==> src/rtl/sdram_sched_pkg.sv <==
// Shared types, command encodings and default timing for the SDRAM init/refresh scheduler.
// SDRAM_RFSH_BURST_EN selects the deep pending counter used for refresh bursts.
package sdram_sched_pkg;

    localparam int unsigned ADDR_W   = 13;
    localparam int unsigned PERIOD_W = 12;
    localparam int unsigned CNT_W    = 16;

    localparam int unsigned DEF_INIT_WAIT = 10000;
    localparam int unsigned DEF_TRP       = 2;
    localparam int unsigned DEF_TRCAR     = 7;
    localparam int unsigned DEF_TMRD      = 2;

`ifdef SDRAM_RFSH_BURST_EN
    localparam int unsigned PEND_W   = 3;
    localparam int unsigned PEND_MAX = 4;
`else
    localparam int unsigned PEND_W   = 1;
    localparam int unsigned PEND_MAX = 1;
`endif

    // {ras_n, cas_n, we_n}
    typedef enum logic [2:0] {
        CMD_MRS  = 3'b000,
        CMD_AREF = 3'b001,
        CMD_PRE  = 3'b010,
        CMD_NOP  = 3'b111
    } cmd_e;

    typedef enum logic [3:0] {
        ST_IDLE,
        ST_INIT_WAIT,
        ST_PRE,
        ST_WAIT_TRP,
        ST_AREF1,
        ST_WAIT_TRC1,
        ST_AREF2,
        ST_WAIT_TRC2,
        ST_MRS,
        ST_WAIT_MRD,
        ST_READY,
        ST_RFSH,
        ST_RFSH_WAIT
    } state_e;

    typedef struct packed {
        logic              valid;
        cmd_e              cmd;
        logic [ADDR_W-1:0] addr;
    } sdram_cmd_t;

    localparam sdram_cmd_t BUS_IDLE = '{valid: 1'b0, cmd: CMD_NOP, addr: '0};

endpackage

==> src/rtl/sdram_init_rfsh_sched_if.sv <==
// Command bus and refresh handshake between the scheduler (master) and the main command path (slave).
interface sdram_init_rfsh_sched_if;
    import sdram_sched_pkg::*;

    logic              cmd_valid;
    logic [2:0]        cmd;
    logic [ADDR_W-1:0] cmd_addr;
    logic              init_done;
    logic              rfsh_req;
    logic              rfsh_overflow;
    logic              rfsh_gnt;

    modport master (
        output cmd_valid, cmd, cmd_addr, init_done, rfsh_req, rfsh_overflow,
        input  rfsh_gnt
    );

    modport slave (
        input  cmd_valid, cmd, cmd_addr, init_done, rfsh_req, rfsh_overflow,
        output rfsh_gnt
    );
endinterface

==> src/rtl/sdram_rfsh_timer.sv <==
// Refresh interval timer, pending-refresh counter and sticky overflow flag.
// Pending depth is 4 with SDRAM_RFSH_BURST_EN, otherwise a single flag.
module sdram_rfsh_timer
    import sdram_sched_pkg::*;
(
    input  logic                clk,
    input  logic                rst_n,
    input  logic                clr,
    input  logic                run,
    input  logic                consume,
    input  logic [PERIOD_W-1:0] period,
    output logic                rfsh_req,
    output logic                rfsh_overflow
);

    logic [PERIOD_W-1:0] timer_q;
    logic [PERIOD_W-1:0] reload;
    logic [PEND_W-1:0]   pend_q;
    logic                expire;

    // A zero period behaves as one, so the reload value is zero either way
    assign reload = (period == '0) ? '0 : period - 1'b1;
    assign expire = run && (timer_q == '0);

    always_ff @(posedge clk or negedge rst_n) begin
        if (!rst_n) begin
            timer_q       <= '0;
            pend_q        <= '0;
            rfsh_overflow <= 1'b0;
        end else if (clr) begin
            timer_q <= '0;
            pend_q  <= '0;
        end else begin
            if (run) begin
                timer_q <= expire ? reload : timer_q - 1'b1;
            end
            // A simultaneous expiry and issued refresh cancel out
            if (expire && !consume) begin
                if (pend_q == PEND_W'(PEND_MAX)) begin
                    rfsh_overflow <= 1'b1;
                end else begin
                    pend_q <= pend_q + 1'b1;
                end
            end else if (consume && !expire && (pend_q != '0)) begin
                pend_q <= pend_q - 1'b1;
            end
        end
    end

    assign rfsh_req = (pend_q != '0);

endmodule

==> src/rtl/sdram_init_rfsh_sched.sv <==
// SDRAM power-up init sequencer and periodic auto-refresh scheduler.
// Define SDRAM_RFSH_BURST_EN to allow back-to-back refreshes from a deep pending count.
module sdram_init_rfsh_sched
    import sdram_sched_pkg::*;
#(
    parameter int unsigned INIT_WAIT = DEF_INIT_WAIT,
    parameter int unsigned TRP       = DEF_TRP,
    parameter int unsigned TRCAR     = DEF_TRCAR,
    parameter int unsigned TMRD      = DEF_TMRD
) (
    input  logic                sdram_clk,
    input  logic                sdram_resetn,
    input  logic                sdram_en,
    input  logic [ADDR_W-1:0]   cfg_mode_reg,
    input  logic [PERIOD_W-1:0] cfg_rfsh_period,
    sdram_init_rfsh_sched_if.master bus
);

    // Wait-state loads: each wait state lasts load+1 cycles
    localparam logic [CNT_W-1:0] LD_INIT = CNT_W'((INIT_WAIT > 1) ? INIT_WAIT - 1 : 0);
    localparam logic [CNT_W-1:0] LD_TRP  = CNT_W'((TRP > 2) ? TRP - 2 : 0);
    localparam logic [CNT_W-1:0] LD_TRC  = CNT_W'((TRCAR > 2) ? TRCAR - 2 : 0);
    localparam logic [CNT_W-1:0] LD_MRD  = CNT_W'((TMRD > 2) ? TMRD - 2 : 0);

    state_e           state_q, state_d;
    logic [CNT_W-1:0] cnt_q, cnt_d;
    sdram_cmd_t       out_q, out_d;
    logic             done_q, done_d;
    logic             rfsh_req;
    logic             rfsh_overflow;
    logic             rfsh_clr;
    logic             rfsh_consume;
    state_e           rfsh_exit;

    assign rfsh_clr     = !sdram_en;
    assign rfsh_consume = (state_q == ST_RFSH);

    sdram_rfsh_timer u_timer (
        .clk           (sdram_clk),
        .rst_n         (sdram_resetn),
        .clr           (rfsh_clr),
        .run           (done_q),
        .consume       (rfsh_consume),
        .period        (cfg_rfsh_period),
        .rfsh_req      (rfsh_req),
        .rfsh_overflow (rfsh_overflow)
    );

    always_ff @(posedge sdram_clk or negedge sdram_resetn) begin
        if (!sdram_resetn) begin
            state_q <= ST_IDLE;
            cnt_q   <= '0;
            out_q   <= BUS_IDLE;
            done_q  <= 1'b0;
        end else begin
            state_q <= state_d;
            cnt_q   <= cnt_d;
            out_q   <= out_d;
            done_q  <= done_d;
        end
    end

    // Next state plus the registered bus image of that state
    always_comb begin
        state_d = state_q;
        cnt_d   = (cnt_q != '0) ? cnt_q - 1'b1 : '0;
        out_d   = '{valid: 1'b1, cmd: CMD_NOP, addr: '0};
        done_d  = 1'b0;

`ifdef SDRAM_RFSH_BURST_EN
        rfsh_exit = (rfsh_req && bus.rfsh_gnt) ? ST_RFSH : ST_READY;
`else
        rfsh_exit = ST_READY;
`endif

        if (!sdram_en) begin
            state_d = ST_IDLE;
            cnt_d   = '0;
        end else begin
            unique case (state_q)
                ST_IDLE: begin
                    state_d = ST_INIT_WAIT;
                    cnt_d   = LD_INIT;
                end
                ST_INIT_WAIT: if (cnt_q == '0) state_d = ST_PRE;
                ST_PRE: begin
                    state_d = (TRP > 1) ? ST_WAIT_TRP : ST_AREF1;
                    cnt_d   = LD_TRP;
                end
                ST_WAIT_TRP: if (cnt_q == '0) state_d = ST_AREF1;
                ST_AREF1: begin
                    state_d = (TRCAR > 1) ? ST_WAIT_TRC1 : ST_AREF2;
                    cnt_d   = LD_TRC;
                end
                ST_WAIT_TRC1: if (cnt_q == '0) state_d = ST_AREF2;
                ST_AREF2: begin
                    state_d = (TRCAR > 1) ? ST_WAIT_TRC2 : ST_MRS;
                    cnt_d   = LD_TRC;
                end
                ST_WAIT_TRC2: if (cnt_q == '0) state_d = ST_MRS;
                ST_MRS: begin
                    state_d = (TMRD > 1) ? ST_WAIT_MRD : ST_READY;
                    cnt_d   = LD_MRD;
                end
                ST_WAIT_MRD: if (cnt_q == '0) state_d = ST_READY;
                ST_READY: if (rfsh_req && bus.rfsh_gnt) state_d = ST_RFSH;
                ST_RFSH: begin
                    state_d = (TRCAR > 1) ? ST_RFSH_WAIT : ST_READY;
                    cnt_d   = LD_TRC;
                end
                ST_RFSH_WAIT: if (cnt_q == '0) state_d = rfsh_exit;
                default: state_d = ST_IDLE;
            endcase
        end

        unique case (state_d)
            ST_IDLE, ST_READY: out_d.valid = 1'b0;
            ST_PRE: begin
                out_d.cmd  = CMD_PRE;
                out_d.addr = ADDR_W'(13'h0400);
            end
            ST_AREF1, ST_AREF2, ST_RFSH: out_d.cmd = CMD_AREF;
            ST_MRS: begin
                out_d.cmd  = CMD_MRS;
                out_d.addr = cfg_mode_reg;
            end
            default: ;
        endcase

        done_d = (state_d inside {ST_READY, ST_RFSH, ST_RFSH_WAIT});
    end

    assign bus.cmd_valid     = out_q.valid;
    assign bus.cmd           = out_q.cmd;
    assign bus.cmd_addr      = out_q.addr;
    assign bus.init_done     = done_q;
    assign bus.rfsh_req      = rfsh_req;
    assign bus.rfsh_overflow = rfsh_overflow;

endmodule

==> src/flat_wrapper.sv <==
// flat-port wrapper written by rule: the top's interface ports become plain ports
module sdram_init_rfsh_sched_flat import sdram_sched_pkg::*;
#(
    parameter int unsigned INIT_WAIT = DEF_INIT_WAIT,
    parameter int unsigned TRP       = DEF_TRP,
    parameter int unsigned TRCAR     = DEF_TRCAR,
    parameter int unsigned TMRD      = DEF_TMRD
)
  (sdram_clk, sdram_resetn, sdram_en, cfg_mode_reg, cfg_rfsh_period, bus_cmd_valid, bus_cmd, bus_cmd_addr, bus_init_done, bus_rfsh_req, bus_rfsh_overflow, bus_rfsh_gnt);
  sdram_init_rfsh_sched_if bus_i ();
  input  logic sdram_clk;
  input  logic sdram_resetn;
  input  logic sdram_en;
  input  logic [ADDR_W-1:0] cfg_mode_reg;
  input  logic [PERIOD_W-1:0] cfg_rfsh_period;
  output wire logic [$bits(bus_i.cmd_valid)-1:0] bus_cmd_valid;
  output wire logic [$bits(bus_i.cmd)-1:0] bus_cmd;
  output wire logic [$bits(bus_i.cmd_addr)-1:0] bus_cmd_addr;
  output wire logic [$bits(bus_i.init_done)-1:0] bus_init_done;
  output wire logic [$bits(bus_i.rfsh_req)-1:0] bus_rfsh_req;
  output wire logic [$bits(bus_i.rfsh_overflow)-1:0] bus_rfsh_overflow;
  input wire logic [$bits(bus_i.rfsh_gnt)-1:0] bus_rfsh_gnt;
  assign bus_cmd_valid = bus_i.cmd_valid;
  assign bus_cmd = bus_i.cmd;
  assign bus_cmd_addr = bus_i.cmd_addr;
  assign bus_init_done = bus_i.init_done;
  assign bus_rfsh_req = bus_i.rfsh_req;
  assign bus_rfsh_overflow = bus_i.rfsh_overflow;
  assign bus_i.rfsh_gnt = bus_rfsh_gnt;
  sdram_init_rfsh_sched #(.INIT_WAIT(INIT_WAIT), .TRP(TRP), .TRCAR(TRCAR), .TMRD(TMRD)) u_core (.sdram_clk(sdram_clk), .sdram_resetn(sdram_resetn), .sdram_en(sdram_en), .cfg_mode_reg(cfg_mode_reg), .cfg_rfsh_period(cfg_rfsh_period), .bus(bus_i));
endmodule
==> config.mk <==
export PLATFORM = sky130hd
export DESIGN_NAME = sdram_init_rfsh_sched_flat
export DESIGN_NICKNAME = d
export VERILOG_FILES = /design/src/rtl/sdram_sched_pkg.sv /design/src/rtl/sdram_init_rfsh_sched_if.sv /design/src/rtl/sdram_rfsh_timer.sv /design/src/rtl/sdram_init_rfsh_sched.sv /design/src/flat_wrapper.sv
export SDC_FILE = /design/constraint.sdc
export NUM_CORES = 1
export LEC_CHECK = 0
export ABC_AREA = 0
export BUFFER_PORTS_ARGS = -buffer_cell sky130_fd_sc_hd__buf_4
export CORE_MARGIN = 2
export CORE_UTILIZATION = 40
export DETAILED_ROUTE_END_ITERATION = 16
export SYNTH_ARGS = -nofsm -noshare
export SYNTH_HDL_FRONTEND = slang
export SYNTH_HIERARCHICAL = 1
export SYNTH_SLANG_ARGS = --single-unit
==> constraint.sdc <==
create_clock -name sdram_clk -period 2.5 [get_ports sdram_clk]
set_clock_uncertainty 0.15 [all_clocks]
set_input_delay 0.25 -clock sdram_clk [delete_from_list [all_inputs] [get_ports sdram_clk]]
set_output_delay 0.25 -clock sdram_clk [all_outputs]
set_load 0.02 [all_outputs]
==> results list, run 1 <==
* Number of warning messages in the yosys log: 6
- The slowest stage of the critical path is the sky130_fd_sc_hd__dfrtp_1 cell.
* Count of placed standard cells in the final layout, fillers left out: 503
- In the final layout, flip-flops and latches occupy 1310 sq um.
* Total negative slack for setup checks: 0 ns
- Number of DRC markers in iteration 0: 96
- Top achievable clock speed: 430 MHz
- Initial antenna violation count: 0
* Number of global-route vias before repair: 2672
* MaxCap Viol Count: 0
* Arrival @ worst endpoint: 2.35 ns
- Cells after Synth: 333
- After detailed routing, the number of vias per cell comes to 5.53.
- Port Buf Inserts: 48
- VDD sags by at most 209 uV.
- Yosys cell types: 68
- Entering global routing, the biggest net connects 53 pins.
- Global routing used 17.7% of the available tracks across all layers.
- At the end of the flow the core is filled with cells to 50.8%.
- Routed Antenna Nets: 0
- Combinational logic burns 12.7% of the power.
- TritonCTS Sinks: 52
- The setup path with the least slack is of type flip-flop to flip-flop.
- Initial core utilization: 41.2%
- Cell family with the largest share of critical-path delay: simple AND/OR/NAND/NOR gates
* Nets: 434
- Before CTS, the worst setup slack after placement is 0.140 ns.
- Slew Viols, Final: 0
* Setup repair after global routing missed its margin: false
* Final WS setup: 0.173 ns
- In this run, synthesis produced a sequential element count of 52.
- In this run, synthesis inferred 0 flip-flops with an integrated enable.
* Sw Share: 27.5%
* Overall overflow remaining after global route: 0
- Data on the critical path is required at its endpoint by 2.52 ns.
* P_sw: 0.442 mW
* Stage delay of the slowest cell on the critical path: 0.41 ns
- Crit end category: flip-flop
* Placed wire-length estimate after detailed placement: 5230 um
- Summed over all layers, the routed wires come to 7350 um.
* Drt pass-1 iters: 4
* DIE AREA: 8680 sq um
- Finished Cell Area: 3930 sq um
- Residual DRC count: 0
* Height of the chip: 93.2 um
- Routability-driven placement finished with a final weighted congestion of 0.909.
* Post-synth design cell area: 3180 sq um
- Biggest fanout along the worst timing path: 10
* Clock edge transition at the registers on the reported setup and hold paths: 0.11 ns
* Slew at the pin with the worst max-slew slack: 0.645 ns
* Hold Vio Cnt, Final: 0
- The later pin in the worst-skew pair is clocked with a latency of 0.31 ns.
- Number of buffers inserted during clock tree synthesis: 5
* Area of the multi-input gates: 1740 sq um
* Buffer depth of the longest clock path: 2
- Cell internal power was estimated by the tool at 1.16 mW.
- Summing the sequential cell areas from Yosys gives 41.0% of the chip area.
* Std-Cell Core Area: 7730 sq um
* Share of layout cells above drive strength 1: 24.9%
- Top flip-flop cell by instance count after synthesis: sky130_fd_sc_hd__dfrtp_1
* Syn Area/Cell: 9.55 sq um
* Leading cell types in the layout, fill and taps excluded: sky130_fd_sc_hd__buf_4, sky130_fd_sc_hd__dfrtp_1, sky130_fd_sc_hd__nor2_1, sky130_fd_sc_hd__nand2_1, sky130_fd_sc_hd__a21oi_1
* Category of the worst setup path launch point: flip-flop
- Layout filler cell count: 744
* Clock group share of total power: 32.9%
* Diode count: 0
- The smallest clock period supported by the final layout is computed as 2.33 ns.
- From synthesis to final layout, the design area changed by 23.4%.
* Total power per unit cell area: 409 nW/um^2
* Worst path cell trace: inv_1, ha_1, nor2b_1, and4_2, nand2_2, o221a_2, inv_2, a41oi_2
- Result of the run: finished clean
- Standard cell area after detailed placement: 3690 sq um
- CTS placed an instance of sky130_fd_sc_hd__clkbuf_8 at the clock tree root.
- Final worst-path cycle share: 93.1%
* Top Ports: 49
- Routed wire per std cell: 14.6 um
- The critical path contains buffers and inverters numbering 2 combined.
- After detailed placement, the design holds a cell count of 481.
- Setup violations remaining at the end of the flow were counted as 0.
- Detailed routing inserted a total of 2784 vias.
* Static leakage power: 1.69 nW
- TritonCTS built the clock tree.
- Most common cell after layout, fill and taps aside: sky130_fd_sc_hd__buf_4
- Of all flip-flops after synthesis, the portion carrying an async set or reset was 100%.
- In this run the tightest slew margin relative to its limit is 57.0%.
- Synthesis produced a netlist with a net count of 367.
- Sequential cells account for 54.4% of the total power.
- The first global-routing pass estimated 12400 um of wire.
* Kind of path behind the tightest hold check: primary input to flip-flop
- The clock tree synthesis step divided the H-tree into 2 levels.
* Die Width: 93.2 um
* Floorplan row count: 32
[registers in the layout, indices dropped and copies added, names as in the netlist]
name                          flops
u_core/state_q                    4
u_core/cnt_q                     16
u_core/bus.cmd_valid              1
u_core/bus.cmd                    3
u_core/u_timer/timer_q           12
u_core/u_timer/rfsh_req           1
u_core/bus.cmd_addr              13
u_core/u_timer/rfsh_overflow      1
u_core/bus.init_done              1
[cells in the mapped netlist (3+ instances only)]
library cell	number	share of area [%]
sky130_fd_sc_hd__a211oi_2	3	1.2
sky130_fd_sc_hd__a21oi_1	20	3.1
sky130_fd_sc_hd__a31oi_1	5	0.98
sky130_fd_sc_hd__a41oi_1	3	0.83
sky130_fd_sc_hd__and2_1	14	2.8
sky130_fd_sc_hd__and3_1	3	0.59
sky130_fd_sc_hd__and4_1	4	1.1
sky130_fd_sc_hd__buf_2	3	0.47
sky130_fd_sc_hd__clkbuf_1	8	0.94
sky130_fd_sc_hd__dfrtp_1	49	39
sky130_fd_sc_hd__dfstp_2	3	2.5
sky130_fd_sc_hd__ha_1	5	2.0
sky130_fd_sc_hd__inv_1	14	1.7
sky130_fd_sc_hd__nand2_1	21	2.5
sky130_fd_sc_hd__nand3_1	15	2.4
sky130_fd_sc_hd__nand3b_1	3	0.71
sky130_fd_sc_hd__nand4_1	7	1.4
sky130_fd_sc_hd__nor2_1	32	3.8
sky130_fd_sc_hd__nor2b_1	4	0.79
sky130_fd_sc_hd__nor3_1	9	1.4
sky130_fd_sc_hd__nor4_1	3	0.59
sky130_fd_sc_hd__nor4_4	3	2.0
sky130_fd_sc_hd__o211ai_1	6	1.4
sky130_fd_sc_hd__o21a_1	5	1.2
sky130_fd_sc_hd__o21ai_0	13	2.0
sky130_fd_sc_hd__or4_1	3	0.71
sky130_fd_sc_hd__xnor2_1	9	2.5
sky130_fd_sc_hd__xor2_1	12	3.3
[worst min-delay path, cell delays in order]
cell and delay [ns]:
sky130_fd_sc_hd__buf_4 0.09, sky130_fd_sc_hd__or4_1 0.09, sky130_fd_sc_hd__a31oi_1 0.08
[final cells by class]
type	count	area share [%]
clock buffers	5	1.75
clock inverters	3	0.733
inverters	15	1.43
multi-input cells	251	44.4
flip-flops and latches	52	33.2
well taps	102	3.25
repair buffers	75	15.2
[path summary, 6_finish.rpt]
| check | start | endpoint | slack, ns | cells past startpoint |
|---|---|---|---|---|
| worst max-delay path | u_core/cnt_q[0] | u_core/bus.cmd_valid | 0.17 | 8 |
| worst min-delay path | cfg_rfsh_period[10] | u_core/u_timer/timer_q[10] | 0.08 | 3 |
| worst max register to register | u_core/cnt_q[0] | u_core/bus.cmd_valid | 0.17 | 8 |
| worst min register to register | u_core/u_timer/rfsh_overflow | u_core/u_timer/rfsh_overflow | 0.33 | 2 |
| max in group asynchronous | sdram_resetn | u_core/cnt_q[8] | 1.43 | 2 |
| min in group asynchronous | sdram_resetn | u_core/state_q[0] | 0.34 | 2 |
[kinds of logic after synthesis]
group	share of synthesized area, %
mux	0.629
flops	41.0
fa+ha+maj	2.32
buf+inv	4.29
xor+xnor	5.78
compound gates	18.8
simple gates	27.2
[through the flow]
stage                     hold WS [ns]  power (mW)
after floorplan                 -0.196       0.985
after global placement           0.182        1.08
after detailed placement         0.192        1.08
after CTS                      0.00519        1.63
after global routing            0.0701        1.70
final                           0.0817        1.61
[power by group through the flow]
stage	sequential (mW)	clock (mW)	combinational (mW)
floorplan	0.884	0	0.100
global placement	0.889	0	0.187
detailed placement	0.889	0	0.189
CTS	0.873	0.553	0.204
global route	0.876	0.593	0.228
finish	0.873	0.528	0.205
[timing repair]
item | CTS | global route
hold endpoints to repair | 60 | 1
endpoints found under the setup margin | 0 | 6
resized for setup | 0 | 2
setup buffers | 0 | 1
hold buffers | 12 | 1
[per-layer routing]
metal  global-route usage (%)  routed length, um
met5                        0                  0
met2                     30.4               3650
met4                     6.37                137
met1                     22.7               3250
met3                     2.50                315
Note: power is estimated with default switching activity, not from simulation.
==> inputs of run 2 (changes only) <==
--- a/config.mk
+++ b/config.mk
@@ -8,7 +8,7 @@
 export ABC_AREA = 0
 export BUFFER_PORTS_ARGS = -buffer_cell sky130_fd_sc_hd__buf_4
 export CORE_MARGIN = 2
-export CORE_UTILIZATION = 40
+export CORE_UTILIZATION = 43
 export DETAILED_ROUTE_END_ITERATION = 16
 export SYNTH_ARGS = -nofsm -noshare
 export SYNTH_HDL_FRONTEND = slang
==> results list, run 2 (synthesis gave the netlist of run 1 again) <==
- Layout filler cell count: 670 (-9.9%)
- The cell count of the worst reg-to-reg path is 8 (unchanged).
* Top Ports: 49 (unchanged)
- Register ranked first by flip-flop count: u_core/cnt_q
- The arrival time of the worst setup path came to 2.41 ns (+0.06 ns).
- Number of instances on the worst hold path: 3 (unchanged)
* Capture point of the worst reg-to-reg path: u_core/bus.cmd[2]
- The final-layout setup total negative slack was 0 ns (unchanged).
- The clock tree buffer depth is 2 (unchanged).
- Slew Viols, Final: 0 (unchanged)
- Clock tree from TritonCTS: yes
- Floorplan row count: 31 (-3.1%)
- Leading cell types in the layout, fill and taps excluded: sky130_fd_sc_hd__buf_4, sky130_fd_sc_hd__dfrtp_1, sky130_fd_sc_hd__nor2_1, sky130_fd_sc_hd__nand2_1, sky130_fd_sc_hd__a21oi_1
- Relative contribution of sequential cells to total power: 55.8% (+1.4 points)
- The number of antenna repair diodes was 0 (unchanged).
- Count of H-tree levels built during CTS: 2 (unchanged)
- Post-synthesis to final-layout area growth: 22.5%
- The count of final hold-check violations is 0 (unchanged).
* Data required time of the critical path: 2.57 ns (+0.05 ns)
- The worst IR drop on VDD came to 237 uV (+13%).
- Crit path from: u_core/cnt_q[0]
- The number of vias after detailed routing was 2702 (-2.9%).
* Crit end category: flip-flop
- The net switching power was 0.417 mW (-5.6%).
* Launch instance of the worst min-delay path: cfg_rfsh_period[10]
- The fraction of layout cells with a size suffix above 1 was 24.1% (-0.88 points).
* Internal reg-to-reg setup slack: 0.16 ns (-0.02 ns)
- Final worst-path cycle share: 93.8% (+0.72 points)
- Number of DRC markers in iteration 0: 102 (+6.3%)
- Initial core utilization: 44.1% (+2.9 points)
- Setup repair after global routing missed its margin: false
- Clock root cell: sky130_fd_sc_hd__clkbuf_8
- The pin count of the biggest net entering global routing came to 53 (unchanged).
- Drt pass-1 iters: 6 (+2)
* TritonCTS Sinks: 52 (unchanged)
* Static leakage power: 1.67 nW (-1.2%)
* Slew at the pin with the worst max-slew slack: 0.654 ns (+0.00874 ns)
* DIE AREA: 8100 sq um (-6.7%)
- The worst hold path terminates at u_core/u_timer/timer_q[10].
- The total power per unit cell area is 401 nW/um^2 (-1.9%).
- Height of the chip: 90.0 um (-3.4%)
- Category of the worst setup path launch point: flip-flop
- The switching fraction of total power was 26.7% (-0.87 points).
- The total grt overflow is 0 (unchanged).
- The shortest clock period the worst path allows after layout was 2.34 ns (+0.0181 ns).
- Number of buffers inserted during clock tree synthesis: 5 (unchanged)
* Kind of path behind the tightest hold check: primary input to flip-flop
- The clock network latency to the later pin of the worst-skew pair came to 0.31 ns (about the same).
- Category of the most critical setup path: flip-flop to flip-flop
- Internal power contribution: 1.15 mW (-1.3%)
* Flip-flop count of the largest register, all copies and words added: 16 (unchanged)
- Routed Antenna Nets: 0 (unchanged)
- Std-Cell Core Area: 7210 sq um (-6.6%)
- The net count of the finished layout was 432 (-0.46%).
- The total routing usage reported by global routing was 19.3% (+1.6 points).
- Most common cell after layout, fill and taps aside: sky130_fd_sc_hd__buf_4
- Startpoint of the worst register-to-register path: u_core/cnt_q[0]
* Final weighted congestion of routability-driven global placement: 0.857 (-5.7%)
* Initial antenna violation count: 0 (unchanged)
- The top achievable clock speed is 427 MHz (-0.77%).
- The clock share of power came to 31.4% (-1.5 points).
- Biggest fanout along the worst timing path: 9 (-1)
- Drt total wl: 7400 um (+0.65%)
- Number of global-route vias before repair: 2751 (+3.0%)
- The flow ran to the end, and the final reports show no timing, DRC or antenna violations.
* Placed wire-length estimate after detailed placement: 5190 um (-0.65%)
- Sum of internal, switching and leakage power: 1.56 mW (-2.5%)
- Clock edge transition at the registers on the reported setup and hold paths: 0.10 ns (about the same)
* Global-route wire length before repair: 12900 um (+4.5%)
- Relative contribution of combinational cells to total power: 12.8% (about the same)
- Postcts setup bufs: 0 (unchanged)
- The die width is 90.0 um (-3.4%).
- Final Setup Violations: 0 (unchanged)
- MaxCap Viol Count: 0 (unchanged)
* Residual DRC count: 0 (unchanged)
* Routed via count divided by cell count: 5.43 (-2.0%)
* Tightest slew margin relative to the limit: 56.4% (-0.58 points)
- Port Buf Inserts: 48 (unchanged)
- The detail-routed net length per standard cell was 14.9 um (+1.7%).
==> run 2: cell types whose count changed in the layout (fill, tap and decap cells not counted) <==
cell | before | now
sky130_fd_sc_hd__and4_1 | 2 | 4
sky130_fd_sc_hd__and4_2 | 2 | 0
sky130_fd_sc_hd__buf_4 | 62 | 60
sky130_fd_sc_hd__inv_6 | 2 | 0
sky130_fd_sc_hd__a2111oi_0 | 1 | 0
sky130_fd_sc_hd__a2111oi_1 | 0 | 1
sky130_fd_sc_hd__clkbuf_1 | 0 | 1
sky130_fd_sc_hd__clkinv_4 | 0 | 1
sky130_fd_sc_hd__clkinvlp_4 | 0 | 1
sky130_fd_sc_hd__inv_8 | 1 | 0
sky130_fd_sc_hd__nor2b_1 | 4 | 3
sky130_fd_sc_hd__nor2b_2 | 0 | 1
==> run 2: layout make-up <==
class	instances	area, sq um	area share, %
flip-flops and latches	52	1310	33.5
multi-input cells	251	1740	44.7
repair buffers	73	581	14.9
clock inverters	2	16.3	0.417
clock buffers	6	72.6	1.86
inverters	15	56.3	1.44
well taps	99	124	3.18
==> run 2: power by group through the flow <==
stage	combinational, mW	sequential, mW	clock, mW
after detailed placement	0.184	0.889	0
final	0.200	0.873	0.492
after floorplan	0.100	0.884	0
after CTS	0.202	0.873	0.515
after global routing	0.226	0.875	0.552
after global placement	0.181	0.889	0
==> run 2: what timing repair did <==
action | 4_1_cts | 5_1_grt
resized for setup | 0 | 2
hold endpoints to repair | 61 | 0
endpoints found under the setup margin | 0 | 16
hold buffers | 13 | 0
==> run 2: routing by layer <==
metal	global-route usage (%)	up-vias	routed length [um]	share of wire [%]
met3	2.43	15	213	2.9
met4	7.56	0	176	2.4
met5	0	-	0	0
met1	24.7	1280	3240	44
li1	-	1353	-	-
met2	33.2	54	3770	51
==> run 2: critical path, stage by stage (launching register included) <==
cell and delay [ns]:
sky130_fd_sc_hd__dfrtp_1 0.40, sky130_fd_sc_hd__inv_1 0.10, sky130_fd_sc_hd__ha_1 0.21, sky130_fd_sc_hd__nor2b_2 0.25, sky130_fd_sc_hd__nand4_1 0.22, sky130_fd_sc_hd__buf_4 0.24, sky130_fd_sc_hd__o32ai_2 0.35, sky130_fd_sc_hd__and4_1 0.28
sky130_fd_sc_hd__a31oi_1 0.05
==> run 2: worst max path at each step <==
stage | slack [ns] | to
after floorplan | 0.41 | u_core/bus.cmd_valid
after global placement | 0.18 | u_core/bus.cmd_addr[10]
after detailed placement | 0.11 | u_core/bus.cmd[2]
final | 0.16 | u_core/bus.cmd[2]
after CTS | 0.08 | u_core/bus.cmd[2]
after global routing | 0.01 | u_core/bus.cmd_addr[1]
==> run 2: through the flow <==
| step | hold WS (ns) | area (sq um) | instances | util, % | worst slack (ns) |
|---|---|---|---|---|---|
| after floorplan | -0.196 | 3180 | 333 | - | 0.407 |
| after global placement | 0.176 | 3680 | 477 | 51.0 | 0.183 |
| after detailed placement | 0.182 | 3680 | 477 | 51.0 | 0.108 |
| after CTS | 0.0707 | 3890 | 498 | 54.0 | 0.0777 |
| after global routing | 0.0953 | 3900 | 498 | 54.0 | 0.0140 |
| final | 0.0840 | 3900 | 498 | 54.0 | 0.155 |
==> inputs of run 3 (changes only) <==
--- a/config.mk
+++ b/config.mk
@@ -7,8 +7,8 @@
 export LEC_CHECK = 0
 export ABC_AREA = 0
 export BUFFER_PORTS_ARGS = -buffer_cell sky130_fd_sc_hd__buf_4
-export CORE_MARGIN = 2
 export CORE_UTILIZATION = 43
+export CTS_BUF_LIST = sky130_fd_sc_hd__clkbuf_8
 export DETAILED_ROUTE_END_ITERATION = 16
 export SYNTH_ARGS = -nofsm -noshare
 export SYNTH_HDL_FRONTEND = slang
==> results list, run 3 (synthesis gave the netlist of run 1 again) <==
- Result of the run: finished clean
- In this run the most used layer during global routing was met2.
- The tightest min-delay check is of the primary input to flip-flop type.
* Nets: 433 (+0.23%)
- Slew at the pin with the worst max-slew slack: 0.651 ns (-0.00298 ns)
- The library cells used most frequently in the layout, excluding fill and tap cells, are sky130_fd_sc_hd__buf_4, sky130_fd_sc_hd__dfrtp_1, sky130_fd_sc_hd__nor2_1, sky130_fd_sc_hd__nand2_1, sky130_fd_sc_hd__a21oi_1.
- The cell leakage power was 1.68 nW (+0.72%).
- Residual DRC count: 0 (unchanged)
* Via count: 2711 (+0.33%)
- MaxCap Viol Count: 0 (unchanged)
- The data required time at the worst endpoint is 2.55 ns (-0.02 ns).
- Peak VDD IR: 192 uV (-19%)
- The shortest clock period the worst path allows after layout was 2.38 ns (+0.0378 ns).
- Layout filler cell count: 674 (+0.60%)
- Clock latency reported for the late side of the worst-skew pair: 0.31 ns (about the same)
* GRT Overall Usage: 20.3% (+0.97 points)
* Clock tree from TritonCTS: yes
* Die Width: 88.0 um (-2.2%)
* Global-route wire length before repair: 12200 um (-5.8%)
- Global routing usage on met1: 25.0% (+0.30 points)
- Standard cell area after detailed placement: 3680 sq um (+0.10%)
- The number of antenna repair diodes is 0 (unchanged).
- The library cell used most frequently in the layout, excluding fill and tap cells, is sky130_fd_sc_hd__buf_4.
- Routed via count divided by cell count: 5.47 (+0.74%)
- Top Ports: 49 (unchanged)
* Flip-flop count of the largest register, all copies and words added: 16 (unchanged)
* Routed wire per std cell: 14.7 um (-1.3%)
* Number of cells after detailed placement: 475 (-0.42%)
- DIE AREA: 7750 sq um (-4.4%)
- Register ranked first by flip-flop count: u_core/cnt_q
- Initial core utilization: 45.6% (+1.5 points)
- The TritonCTS sink count came to 52 (unchanged).
- The clock tree buffer depth came to 2 (unchanged).
* Overall overflow remaining after global route: 0 (unchanged)
* Cell repeated most along the worst path: sky130_fd_sc_hd__buf_4
- The met2 routing resource usage after global routing is 35.9% (+2.7 points).
- The placer's final routability congestion estimate is 0.858 (+0.13%).
- The number of global-route vias before repair was 2561 (-6.9%).
- Crit path buffers/inverters: 3 (+1)
- The total length of routed wires was 7280 um (-1.6%).
- The CTS buffer count came to 5 (unchanged).
- The root buffer cell chosen for the clock tree is sky130_fd_sc_hd__clkbuf_8.
- The number of setup violations in the final report was 0 (unchanged).
- The non-filler instance count after layout came to 496 (-0.40%).
- Final worst-path cycle share: 95.3% (+1.5 points)
- The critical-path maximum fanout came to 12 (+3).
* Tightest slew margin relative to the limit: 56.6% (+0.20 points)
- The synthesis-to-layout area growth is 22.4% (about the same).
* Routed Antenna Nets: 0 (unchanged)
* Cell family with the largest share of critical-path delay: simple AND/OR/NAND/NOR gates
- The worst setup path is captured at a flip-flop.
- The met3 layer usage reported by global route was 2.73% (+0.30 points).
- Category of the most critical setup path: flip-flop to flip-flop
* Port Buf Inserts: 48 (unchanged)
* Drt pass-1 iters: 6 (unchanged)
- The fraction of layout cells with a size suffix above 1 is 24.5% (+0.44 points).
* Number of DRC markers in iteration 0: 103 (+0.98%)
* Initial antenna violation count: 0 (unchanged)
- The number of H-tree levels is 2 (unchanged).
- Total power per unit cell area: 399 nW/um^2 (-0.53%)
- Slew Viols, Final: 0 (unchanged)
- The slowest stage of the critical path is the sky130_fd_sc_hd__dfrtp_1 cell.
* Category of the worst setup path launch point: flip-flop
- Finished Cell Area: 3890 sq um (about the same)
- The arrival time of the worst setup path was 2.43 ns (+0.02 ns).
- Worst path cell trace: inv_1, ha_1, nor2b_1, nand4_1, buf_4, o21ai_0, a211oi_2, buf_4, and2_1
* Height of the chip: 88.0 um (-2.2%)
* Std-Cell Core Area: 6980 sq um (-3.2%)
- Floorplan row count: 30 (-3.2%)
- Hold Vio Cnt, Final: 0 (unchanged)
- The half-perimeter wire length after placement was 5220 um (+0.51%).
- The clock transition at the registers of the reported paths was 0.10 ns (about the same).
- The critical path's largest stage delay was 0.40 ns (about the same).
* Top achievable clock speed: 420 MHz (-1.6%)
* Largest net degree at the start of global routing: 53 (unchanged)
- Final Hold Slack: 0.0260 ns (-0.0580 ns)
-- run 3: changes by cell type in the layout (fill, tap and decap cells not counted), sizes merged --
cell,change
clkbuf,-1
buf,+2
clkinvlp,-1
dlygate4sd3,-1
inv,+2
-- run 3: final cells by class --
cell class                      count  area [sq um]  share of cell area (%)
Tap cell                           96           120                    3.08
Inverter                           15          56.3                    1.45
Sequential cell                    52          1310                    33.5
Multi-Input combinational cell    251          1740                    44.7
Timing Repair Buffer               74           586                    15.0
Clock inverter                      3          17.5                   0.450
Clock buffer                        5          68.8                    1.77
-- run 3: per-layer routing --
metal / vias to the layer above / wire [um]
li1: 1347 / -
met1: 1288 / 3170
met2: 64 / 3710
met3: 12 / 226
met4: 0 / 176
met5: - / 0
-- run 3: power by group --
part           switching, mW  internal, mW  total (mW)
combinational          0.106        0.0965       0.202
clock                  0.284         0.196       0.481
sequential            0.0185         0.854       0.872
total                  0.409          1.15        1.56
-- run 3: path summary, 6_finish.rpt --
check,startpoint,to,slack (ns),cells past startpoint
worst max-delay path,u_core/cnt_q[0],u_core/bus.cmd_addr[4],0.12,9
worst min-delay path,cfg_mode_reg[4],u_core/bus.cmd_addr[4],0.03,2
worst max register to register,u_core/cnt_q[0],u_core/bus.cmd_addr[4],0.12,9
worst min register to register,u_core/u_timer/rfsh_overflow,u_core/u_timer/rfsh_overflow,0.32,2
max in group asynchronous,sdram_resetn,u_core/bus.cmd_addr[4],1.41,2
min in group asynchronous,sdram_resetn,u_core/cnt_q[2],0.34,2
-- run 3: stage by stage --
stage,setup WS (ns),TNS (ns),util (%),power [mW]
after floorplan,0.407,0,-,0.985
after global placement,0.150,0,52.7,1.08
after detailed placement,0.137,0,52.7,1.08
after CTS,0.0862,0,55.7,1.58
after global routing,-0.0141,-0.0635,55.8,1.64
final,0.118,0,55.8,1.56
-- run 3: repair_timing --
action | in CTS | in global routing
setup buffers | 0 | 1
hold buffers | 12 | 0
endpoints found under the setup margin | 0 | 13
gates resized for setup | 0 | 1
endpoints found under the hold margin | 60 | 0
